$ cat config.mk
export PLATFORM = sky130hd
export DESIGN_NAME = decoder_ctrl_flat
export DESIGN_NICKNAME = d
export VERILOG_FILES = /design/src/rtl/decoder_ctrl_pkg.sv /design/src/rtl/decoder_ctrl_if.sv /design/src/rtl/decoder_ctrl.sv /design/src/flat_wrapper.sv
export SDC_FILE = /design/constraint.sdc
export NUM_CORES = 1
export LEC_CHECK = 0
export ABC_AREA = 1
export CORE_ASPECT_RATIO = 1.2
export CORE_MARGIN = 5
export CORE_UTILIZATION = 40
export DETAILED_ROUTE_END_ITERATION = 10
export PLACE_DENSITY = 0.64
export SYNTH_ARGS = -nofsm -noshare
export SYNTH_HDL_FRONTEND = slang
export SYNTH_SLANG_ARGS = --single-unit
$ cat constraint.sdc
create_clock -name clk -period 3.4 [get_ports clk]
set_input_delay 0.85 -clock clk [delete_from_list [all_inputs] [get_ports clk]]
set_output_delay 0.85 -clock clk [all_outputs]
set_load 0.01 [all_outputs]
$ cat src/rtl/decoder_ctrl_pkg.sv
// Shared definitions for the Viterbi decoder frame controller: FSM state
// encoding, bus widths and default traceback sizing.
`ifndef TRACEBACK_DEPTH
`define TRACEBACK_DEPTH 64
`endif

package decoder_ctrl_pkg;

   // Trellis steps per frame / traceback length, and watchdog slack.
   localparam int TB_DEPTH_DEF  = `TRACEBACK_DEPTH;
   localparam int WD_MARGIN_DEF = 4;

   localparam int SYM_W   = 7;
   localparam int STATE_W = 3;

   typedef enum logic [STATE_W-1:0] {
      IDLE = 3'd0,
      CLR  = 3'd1,
      ACS  = 3'd2,
      SEL  = 3'd3,
      TB   = 3'd4,
      DONE = 3'd5
   } state_t;

endpackage

$ cat src/rtl/decoder_ctrl_if.sv
// Handshake and status bundle between the frame sequencer and the
// decoder datapath / host. The controller sits on the slave side.
interface decoder_ctrl_if;
   import decoder_ctrl_pkg::*;

   logic               i_start;
   logic [SYM_W-1:0]   i_sym_num;
   logic               i_sym_valid;
   logic               i_tb_done;
   logic               i_abort;

   logic               o_sym_ready;
   logic               o_en_acs;
   logic               o_acs_clr;
   logic               o_en_sel;
   logic               o_tb_rst_n;
   logic               o_en_t;
   logic               o_busy;
   logic               o_done;
   logic               o_err;
   logic [SYM_W-1:0]   o_sym_cnt;
   logic [STATE_W-1:0] o_state;

   modport master (
      output i_start, i_sym_num, i_sym_valid, i_tb_done, i_abort,
      input  o_sym_ready, o_en_acs, o_acs_clr, o_en_sel, o_tb_rst_n, o_en_t,
             o_busy, o_done, o_err, o_sym_cnt, o_state
   );

   modport slave (
      input  i_start, i_sym_num, i_sym_valid, i_tb_done, i_abort,
      output o_sym_ready, o_en_acs, o_acs_clr, o_en_sel, o_tb_rst_n, o_en_t,
             o_busy, o_done, o_err, o_sym_cnt, o_state
   );

endinterface

$ cat src/rtl/decoder_ctrl.sv
// Frame sequencer for a Viterbi decoder: clears path metrics, gates ACS
// updates per accepted symbol, triggers min-metric select, then runs the
// traceback under a watchdog. Every output is a register. State-derived
// outputs line up with the state they describe; the datapath enables are
// one-cycle strobes following the cycle that earned them, which keeps
// them mutually exclusive across state changes.
module decoder_ctrl
   import decoder_ctrl_pkg::*;
#(
   parameter int TB_DEPTH  = TB_DEPTH_DEF,
   parameter int WD_MARGIN = WD_MARGIN_DEF
) (
   input  logic          clk,
   input  logic          rst,
   decoder_ctrl_if.slave bus
);

   localparam int WD_LIMIT = TB_DEPTH + WD_MARGIN;
   localparam int WD_W     = $clog2(WD_LIMIT + 1);

   localparam logic [SYM_W:0]  TB_DEPTH_L = (SYM_W+1)'(TB_DEPTH);
   localparam logic [WD_W-1:0] WD_LIMIT_L = WD_W'(WD_LIMIT);

   state_t           state, state_nxt;
   logic [SYM_W-1:0] num_q, num_nxt;
   logic [SYM_W-1:0] cnt_q, cnt_nxt;
   logic [WD_W-1:0]  wd_q, wd_nxt;

   logic en_acs_nxt, en_sel_nxt, en_t_nxt, err_nxt, flush;
   logic start_ok;

   logic sym_ready_q, en_acs_q, acs_clr_q, en_sel_q, tb_rst_n_q, en_t_q;
   logic busy_q, done_q, err_q;

   assign start_ok = (bus.i_sym_num != '0) && ({1'b0, bus.i_sym_num} <= TB_DEPTH_L);

   // Next-state, counter and strobe decode; abort pre-empts every other
   // event in the active states, and a flush pulses the traceback reset.
   always_comb begin
      state_nxt  = state;
      num_nxt    = num_q;
      cnt_nxt    = cnt_q;
      wd_nxt     = wd_q;
      en_acs_nxt = 1'b0;
      en_sel_nxt = 1'b0;
      en_t_nxt   = 1'b0;
      err_nxt    = 1'b0;
      flush      = 1'b0;
      case (state)
         IDLE: begin
            if (bus.i_start) begin
               if (start_ok) begin
                  state_nxt = CLR;
                  num_nxt   = bus.i_sym_num;
                  cnt_nxt   = '0;
               end else begin
                  err_nxt = 1'b1;
               end
            end
         end
         CLR: begin
            if (bus.i_abort) begin
               state_nxt = IDLE;
               flush     = 1'b1;
            end else begin
               state_nxt = ACS;
            end
         end
         ACS: begin
            if (bus.i_abort) begin
               state_nxt = IDLE;
               flush     = 1'b1;
            end else if (bus.i_sym_valid) begin
               en_acs_nxt = 1'b1;
               if (cnt_q < num_q) cnt_nxt = cnt_q + SYM_W'(1);
               if (cnt_q == num_q - SYM_W'(1)) state_nxt = SEL;
            end
         end
         SEL: begin
            if (bus.i_abort) begin
               state_nxt = IDLE;
               flush     = 1'b1;
            end else begin
               en_sel_nxt = 1'b1;
               wd_nxt     = '0;
               state_nxt  = TB;
            end
         end
         TB: begin
            if (bus.i_abort) begin
               state_nxt = IDLE;
               flush     = 1'b1;
            end else if (bus.i_tb_done) begin
               state_nxt = DONE;
            end else if (wd_q == WD_LIMIT_L) begin
               state_nxt = IDLE;
               err_nxt   = 1'b1;
               flush     = 1'b1;
            end else begin
               en_t_nxt = 1'b1;
               wd_nxt   = wd_q + WD_W'(1);
            end
         end
         DONE: state_nxt = IDLE;
         default: state_nxt = IDLE;
      endcase
   end

   // State, counters and all output registers; reset parks the traceback in reset.
   always_ff @(posedge clk) begin
      if (rst) begin
         state       <= IDLE;
         num_q       <= '0;
         cnt_q       <= '0;
         wd_q        <= '0;
         sym_ready_q <= 1'b0;
         en_acs_q    <= 1'b0;
         acs_clr_q   <= 1'b0;
         en_sel_q    <= 1'b0;
         tb_rst_n_q  <= 1'b0;
         en_t_q      <= 1'b0;
         busy_q      <= 1'b0;
         done_q      <= 1'b0;
         err_q       <= 1'b0;
      end else begin
         state       <= state_nxt;
         num_q       <= num_nxt;
         cnt_q       <= cnt_nxt;
         wd_q        <= wd_nxt;
         sym_ready_q <= (state_nxt == ACS);
         en_acs_q    <= en_acs_nxt;
         acs_clr_q   <= (state_nxt == CLR);
         en_sel_q    <= en_sel_nxt;
         tb_rst_n_q  <= !(flush || (state_nxt == CLR));
         en_t_q      <= en_t_nxt;
         busy_q      <= (state_nxt != IDLE);
         done_q      <= (state_nxt == DONE);
         err_q       <= err_nxt;
      end
   end

   assign bus.o_sym_ready = sym_ready_q;
   assign bus.o_en_acs    = en_acs_q;
   assign bus.o_acs_clr   = acs_clr_q;
   assign bus.o_en_sel    = en_sel_q;
   assign bus.o_tb_rst_n  = tb_rst_n_q;
   assign bus.o_en_t      = en_t_q;
   assign bus.o_busy      = busy_q;
   assign bus.o_done      = done_q;
   assign bus.o_err       = err_q;
   assign bus.o_sym_cnt   = cnt_q;
   assign bus.o_state     = state;

endmodule

$ cat src/flat_wrapper.sv
// flat-port wrapper written by rule: the top's interface ports become plain ports
module decoder_ctrl_flat import decoder_ctrl_pkg::*;
#(
   parameter int TB_DEPTH  = TB_DEPTH_DEF,
   parameter int WD_MARGIN = WD_MARGIN_DEF
)
  (clk, rst, bus_i_start, bus_i_sym_num, bus_i_sym_valid, bus_i_tb_done, bus_i_abort, bus_o_sym_ready, bus_o_en_acs, bus_o_acs_clr, bus_o_en_sel, bus_o_tb_rst_n, bus_o_en_t, bus_o_busy, bus_o_done, bus_o_err, bus_o_sym_cnt, bus_o_state);
  decoder_ctrl_if bus_i ();
  input  logic clk;
  input  logic rst;
  input wire logic [$bits(bus_i.i_start)-1:0] bus_i_start;
  input wire logic [$bits(bus_i.i_sym_num)-1:0] bus_i_sym_num;
  input wire logic [$bits(bus_i.i_sym_valid)-1:0] bus_i_sym_valid;
  input wire logic [$bits(bus_i.i_tb_done)-1:0] bus_i_tb_done;
  input wire logic [$bits(bus_i.i_abort)-1:0] bus_i_abort;
  output wire logic [$bits(bus_i.o_sym_ready)-1:0] bus_o_sym_ready;
  output wire logic [$bits(bus_i.o_en_acs)-1:0] bus_o_en_acs;
  output wire logic [$bits(bus_i.o_acs_clr)-1:0] bus_o_acs_clr;
  output wire logic [$bits(bus_i.o_en_sel)-1:0] bus_o_en_sel;
  output wire logic [$bits(bus_i.o_tb_rst_n)-1:0] bus_o_tb_rst_n;
  output wire logic [$bits(bus_i.o_en_t)-1:0] bus_o_en_t;
  output wire logic [$bits(bus_i.o_busy)-1:0] bus_o_busy;
  output wire logic [$bits(bus_i.o_done)-1:0] bus_o_done;
  output wire logic [$bits(bus_i.o_err)-1:0] bus_o_err;
  output wire logic [$bits(bus_i.o_sym_cnt)-1:0] bus_o_sym_cnt;
  output wire logic [$bits(bus_i.o_state)-1:0] bus_o_state;
  assign bus_i.i_start = bus_i_start;
  assign bus_i.i_sym_num = bus_i_sym_num;
  assign bus_i.i_sym_valid = bus_i_sym_valid;
  assign bus_i.i_tb_done = bus_i_tb_done;
  assign bus_i.i_abort = bus_i_abort;
  assign bus_o_sym_ready = bus_i.o_sym_ready;
  assign bus_o_en_acs = bus_i.o_en_acs;
  assign bus_o_acs_clr = bus_i.o_acs_clr;
  assign bus_o_en_sel = bus_i.o_en_sel;
  assign bus_o_tb_rst_n = bus_i.o_tb_rst_n;
  assign bus_o_en_t = bus_i.o_en_t;
  assign bus_o_busy = bus_i.o_busy;
  assign bus_o_done = bus_i.o_done;
  assign bus_o_err = bus_i.o_err;
  assign bus_o_sym_cnt = bus_i.o_sym_cnt;
  assign bus_o_state = bus_i.o_state;
  decoder_ctrl #(.TB_DEPTH(TB_DEPTH), .WD_MARGIN(WD_MARGIN)) u_core (.clk(clk), .rst(rst), .bus(bus_i));
endmodule
### Word level (Yosys, flattened, before mapping)

Cells that the tools add are included.

* output and inout bits: 19
* memories: 0
* flip-flop bits (word level): 33
* memory bits (writable): 0
* ROM bits: 0
* input port bits: 13
* bits in latches: 0

* eq/ne operators: 18
* shifts and indexed selects: 0
* $mul: 0
* reductions and logical operators: 15
* divide/modulo/power cells: 0
* add/sub/neg operators: 3
* bitwise gates (word level): 3
* mux-type cells: 34
* order comparisons: 2

Operators with widths (count)
* two-way mux 7 bit: 9
* one-hot mux 7 bit (2 select lines): 2
* two-way mux 3 bit: 9
* one-hot mux 3 bit (5 select lines): 1
* adder 7 x 1 -> 7 bit (second input constant): 2
* != test 2 bit (second input constant): 7
* two-way mux 1 bit: 10
* equality test 3 x 2 -> 1 bit (second input constant): 3
* equality test 7 bit: 1
* equality test 7 bit (second input constant): 1
* less-or-equal comparator 7 bit (second input constant): 1
* < comparator 7 bit: 1
* nonzero test 7 bit: 1
* subtractor 7 x 1 -> 7 bit (second input constant): 1
* equality test 3 x 1 -> 1 bit (second input constant): 2
* equality test 3 bit (second input constant): 2
* AND reduction 6 bit: 1
* OR reduction 3 bit: 2
* AND reduction 5 bit: 1
* != test 2 x 1 -> 1 bit (second input constant): 2
* one-hot mux 1 bit (2 select lines): 2
* nonzero test 2 bit: 2
* OR reduction 4 bit: 1
* logical NOT 3 bit: 1
* other kinds (8): 10

### Logic depth before layout (Yosys ltp)

* word-level depth: 9
* depth in mapped cells: 13
* mapped depth without buffers: 13

### Worst setup path after synthesis

OpenSTA, ideal clock, no wires.

* path kind: in2reg
* start: input bus_i_sym_num[0]
* end: register u_core.num_q[0]
* stages on the path: 7
* path buffers: 1
* data arrival time: 1.659 ns
* library setup time: 0.121 ns
* data required time: 3.279 ns
* setup slack: 1.620 ns
* cell sequence: nor2_1 -> nand4_1 -> nand2_1 -> nand3_2 -> buf_2 -> o21ai_0 -> a21oi_1

* longest elaborated chain between the ends: 3
* elaborated cells between the ends (all ways): 4

Ends and longest elaborated chain
* from (decl): RTL line flat_wrapper.sv:12 `input wire logic [$bits(bus_i.i_sym_num)-1:0] bus_i_sym_num;`
* less-or-equal comparator 7 bit or nonzero test 7 bit (tied branches): RTL line decoder_ctrl.sv:35 `assign start_ok = (bus.i_sym_num != '0) && ({1'b0, bus.i_sym_num} <= TB_DEPTH_L);`
* logical AND 1 bit: RTL line decoder_ctrl.sv:35
* AND reduction 3 bit (no source line)
* to (signal assigned): RTL line decoder_ctrl.sv:127 `num_q <= num_nxt;`
* to (decl): RTL line decoder_ctrl.sv:25 `logic [SYM_W-1:0] num_q, num_nxt;`

Parallel ways exist; a longest one is shown, timed or not.
A chain may end at the register's enable or synchronous reset.

### Final worst setup path

* start: register u_core.cnt_q[1] (netlist: u_core.bus.o_sym_cnt[1])
* end: output bus_o_sym_cnt[1]

RTL lines
* from (decl): RTL line decoder_ctrl.sv:26 `logic [SYM_W-1:0] cnt_q, cnt_nxt;`
* from (signal assigned): RTL line decoder_ctrl.sv:128 `cnt_q <= cnt_nxt;`
* to (decl): RTL line flat_wrapper.sv:25 `output wire logic [$bits(bus_i.o_sym_cnt)-1:0] bus_o_sym_cnt;`

No word-level cell between the ends.

==> flow_summary_export.csv <==
group,metric,value,unit
setup_path,critPathKind,"reg -> out",
place,io_buffers,31,
sta,slew_headroom,0.699,
clocking,ctsHoldBuffers,0,
synth,yosysTopAreaCellShare,0.328,
pwr,power_density,337,nW/um^2
pwr,combPwrFrac,0.173,
synth,synth_nets,320,
clocking,cts_root_buf,"clkbuf_8",
setup_path,crit_chain,"clkdlybuf4s50_1",
place,place.gp.congestion,0.808,
setup_path,critPathBufInv,1,
pwr,ir_drop,0.312,mV
floorplanning,dieArea,6560,um^2
pwr,p_seq_frac,0.493,
hold_path,hp-class,"reg -> reg",
setup_path,path_delay_family,"buffers and inverters",
pwr,p_int,605,uW
sta,timing_worst_slew_pin_value,450,ps
global_routing,grt_overflow,0,
floorplanning,fp.coreArea,4900,um^2
synth,synth_warnings,0,
floorplanning,die_w,74.8,um
place,dpl_cell_area,2390,um^2
pwr,p_clk_frac,0.334,
floorplanning,num_rows,28,
setup_path,end_kind,"output pin",
sta,finalSetupTns,0,ps
sta,rsz0062_at_grt,"no",
routing,dr.pass1.iters,4,
setup_path,path_max_fanout,7,
final_layout,syn2layout_area_growth,22.6,%
routing,viasPerCell,4.88,
setup_path,slowest_stage,"clkdlybuf4s50_1",
pwr,p_switching,228,uW
clocking,cts_tree,"done",
sta,fin_crit_sh,0.654,
place,dpl_worst_slack,1020,ps
clocking,clk_latency,280,ps
sta,drv_slew,0,
synth,yosys-top-cells-area,"dfxtp_1, nand2_1, nor2_1",
synth,ys_seq_area_frac,0.328,
synth,synth-async-reset-ratio,0,
outcome,status,"finished, final reports clean",
synth,syn_area_per_cell,6.81,um^2
setup_path,cp.required,2550,ps
routing,drt_iter0_markers,80,
synth,synth_cells,296,
final_layout,drive_gt1_frac,0.0873,
global_routing,grt_pass1_wl,7940,um
floorplanning,ioPinCount,32,
sta,finalSetupViolations,0,
global_routing,antenna_found_initial,0,
place,hpwlAfterDp,3710,um
routing,drc,0,
clocking,cts_buffers,5,
pwr,p_leak,0.00107,uW
global_routing,grt_use_total,0.158,
routing,num_vias,1913,
synth,ys_types,29,
sta,fmax,449,MHz
setup_path,arrival,1370,ps
final_layout,final_area,2470,um^2
clocking,cts_sinks,33,
final_layout,final_common_cell,"nand2_1",
setup_path,worst_setup_path_start_kind,"flop",
run,maxCapViolCount,0,
synth,synth-edff-count,0,
hold_path,min_path_cells,2,
sta,setup_ws,1180,ps
clocking,cts_resized,0,
sta,skew,8.20,ps
routing,wl_per_cell,11.9,um
setup_path,crit_cells,1,
synth,synth-main-ff-cell,"dfxtp_1",
sta,hold_viol,0,
routing,postRouteAntennaNets,0,
synth,syn_area,2010,um^2
final_layout,nets,355,
global_routing,grt_pass1_vias,1800,
clocking,postCtsSetupRepairBufs,0,
synth,synth.ff_latch_count,33,
setup_path,reg2reg_depth,9,
routing,routed_wl,4650,um
global_routing,grt_max_degree,17,
clocking,path_clk_slew,70,ps
floorplanning,dieHeight,87.7,um
clocking,htreeDepth,2,
sta,fin_crit,2220,ps
pwr,power.share.switching,0.274,
synth,synth_top_cell_by_area,"dfxtp_1",
clocking,clockBufferDepth,2,
setup_path,max_stage_delay,600,ps
final_layout,insertedDiodeCount,0,
final_layout,final_cell_mix,"nand2_1, nor2_1, inv_1, dfxtp_1, clkdlybuf4s50_1",
floorplanning,initial_core_util,0.411,
## metrics by stage
stage / hold WS (ps) / cells / utilization / power (uW)
finish: 508 / 392 / 0.504 / 833
detailed placement: 495 / 384 / 0.487 / 564
CTS: 504 / 392 / 0.504 / 841
global route: 552 / 392 / 0.504 / 884
global placement: 482 / 384 / 0.487 / 563
floorplan: 469 / 296 / - / 512
## power by group through the flow
stage	combinational (uW)	clock, uW	sequential, uW
after CTS	146	284	410
after floorplan	93.7	0	419
after global placement	144	0	419
final	144	278	410
after global routing	165	308	411
after detailed placement	146	0	419
## synth_stat cells (4+ instances only)
library cell,instances
a21oi_1,23
dfxtp_1,33
ha_1,11
inv_1,36
inv_2,6
nand2_1,69
nand2_2,4
nand3_1,17
nand4_1,8
nor2_1,42
nor2_4,4
o21ai_0,9
xor2_1,8
## cells by family (layout without fill, tap and decap cells)
family,after synthesis,count (layout),synth area share
AO/OA/AOI/OAI,39,39,0.102
XOR/XNOR,11,11,0.0478
adder cells (fa/ha/maj),11,11,0.0683
buffers and inverters,47,83,0.0901
flip-flops,33,33,0.328
AND/OR/NAND/NOR,155,155,0.364
## sequential cells by signal (all words and copies together) (netlist names), 3 cells and up
| signal | flops |
|---|---|
| u_core.bus.o_state | 3 |
| u_core.bus.o_sym_cnt | 7 |
| u_core.wd_q | 7 |
| u_core.num_q | 7 |
## cell type report
class                   count  area (um^2)
multi-input cells         216         1170
clock buffers               8         80.1
well taps                  60         75.1
repair buffers             32          318
flip-flops and latches     33          661
fillers                   507         2430
inverters                  43          164
## per-layer routing
metal	vias to the layer above	routed length, um	global-route usage
li1	1015	-	-
met1	850	2100	0.190
met2	33	2210	0.253
met3	15	167	0.0413
met4	0	170	0.0858
met5	-	0	0
## worst paths after layout
kind	start	end	slack, ps
worst min-delay path	u_core.wd_q[6]	u_core.wd_q[6]	510
worst max-delay path	u_core.bus.o_sym_cnt[1]	bus_o_sym_cnt[1]	1180
worst min register to register	u_core.wd_q[6]	u_core.wd_q[6]	510
worst max register to register	u_core.bus.o_sym_cnt[2]	u_core.bus.o_sym_cnt[0]	1660
(Power assumes the default switching activity.)
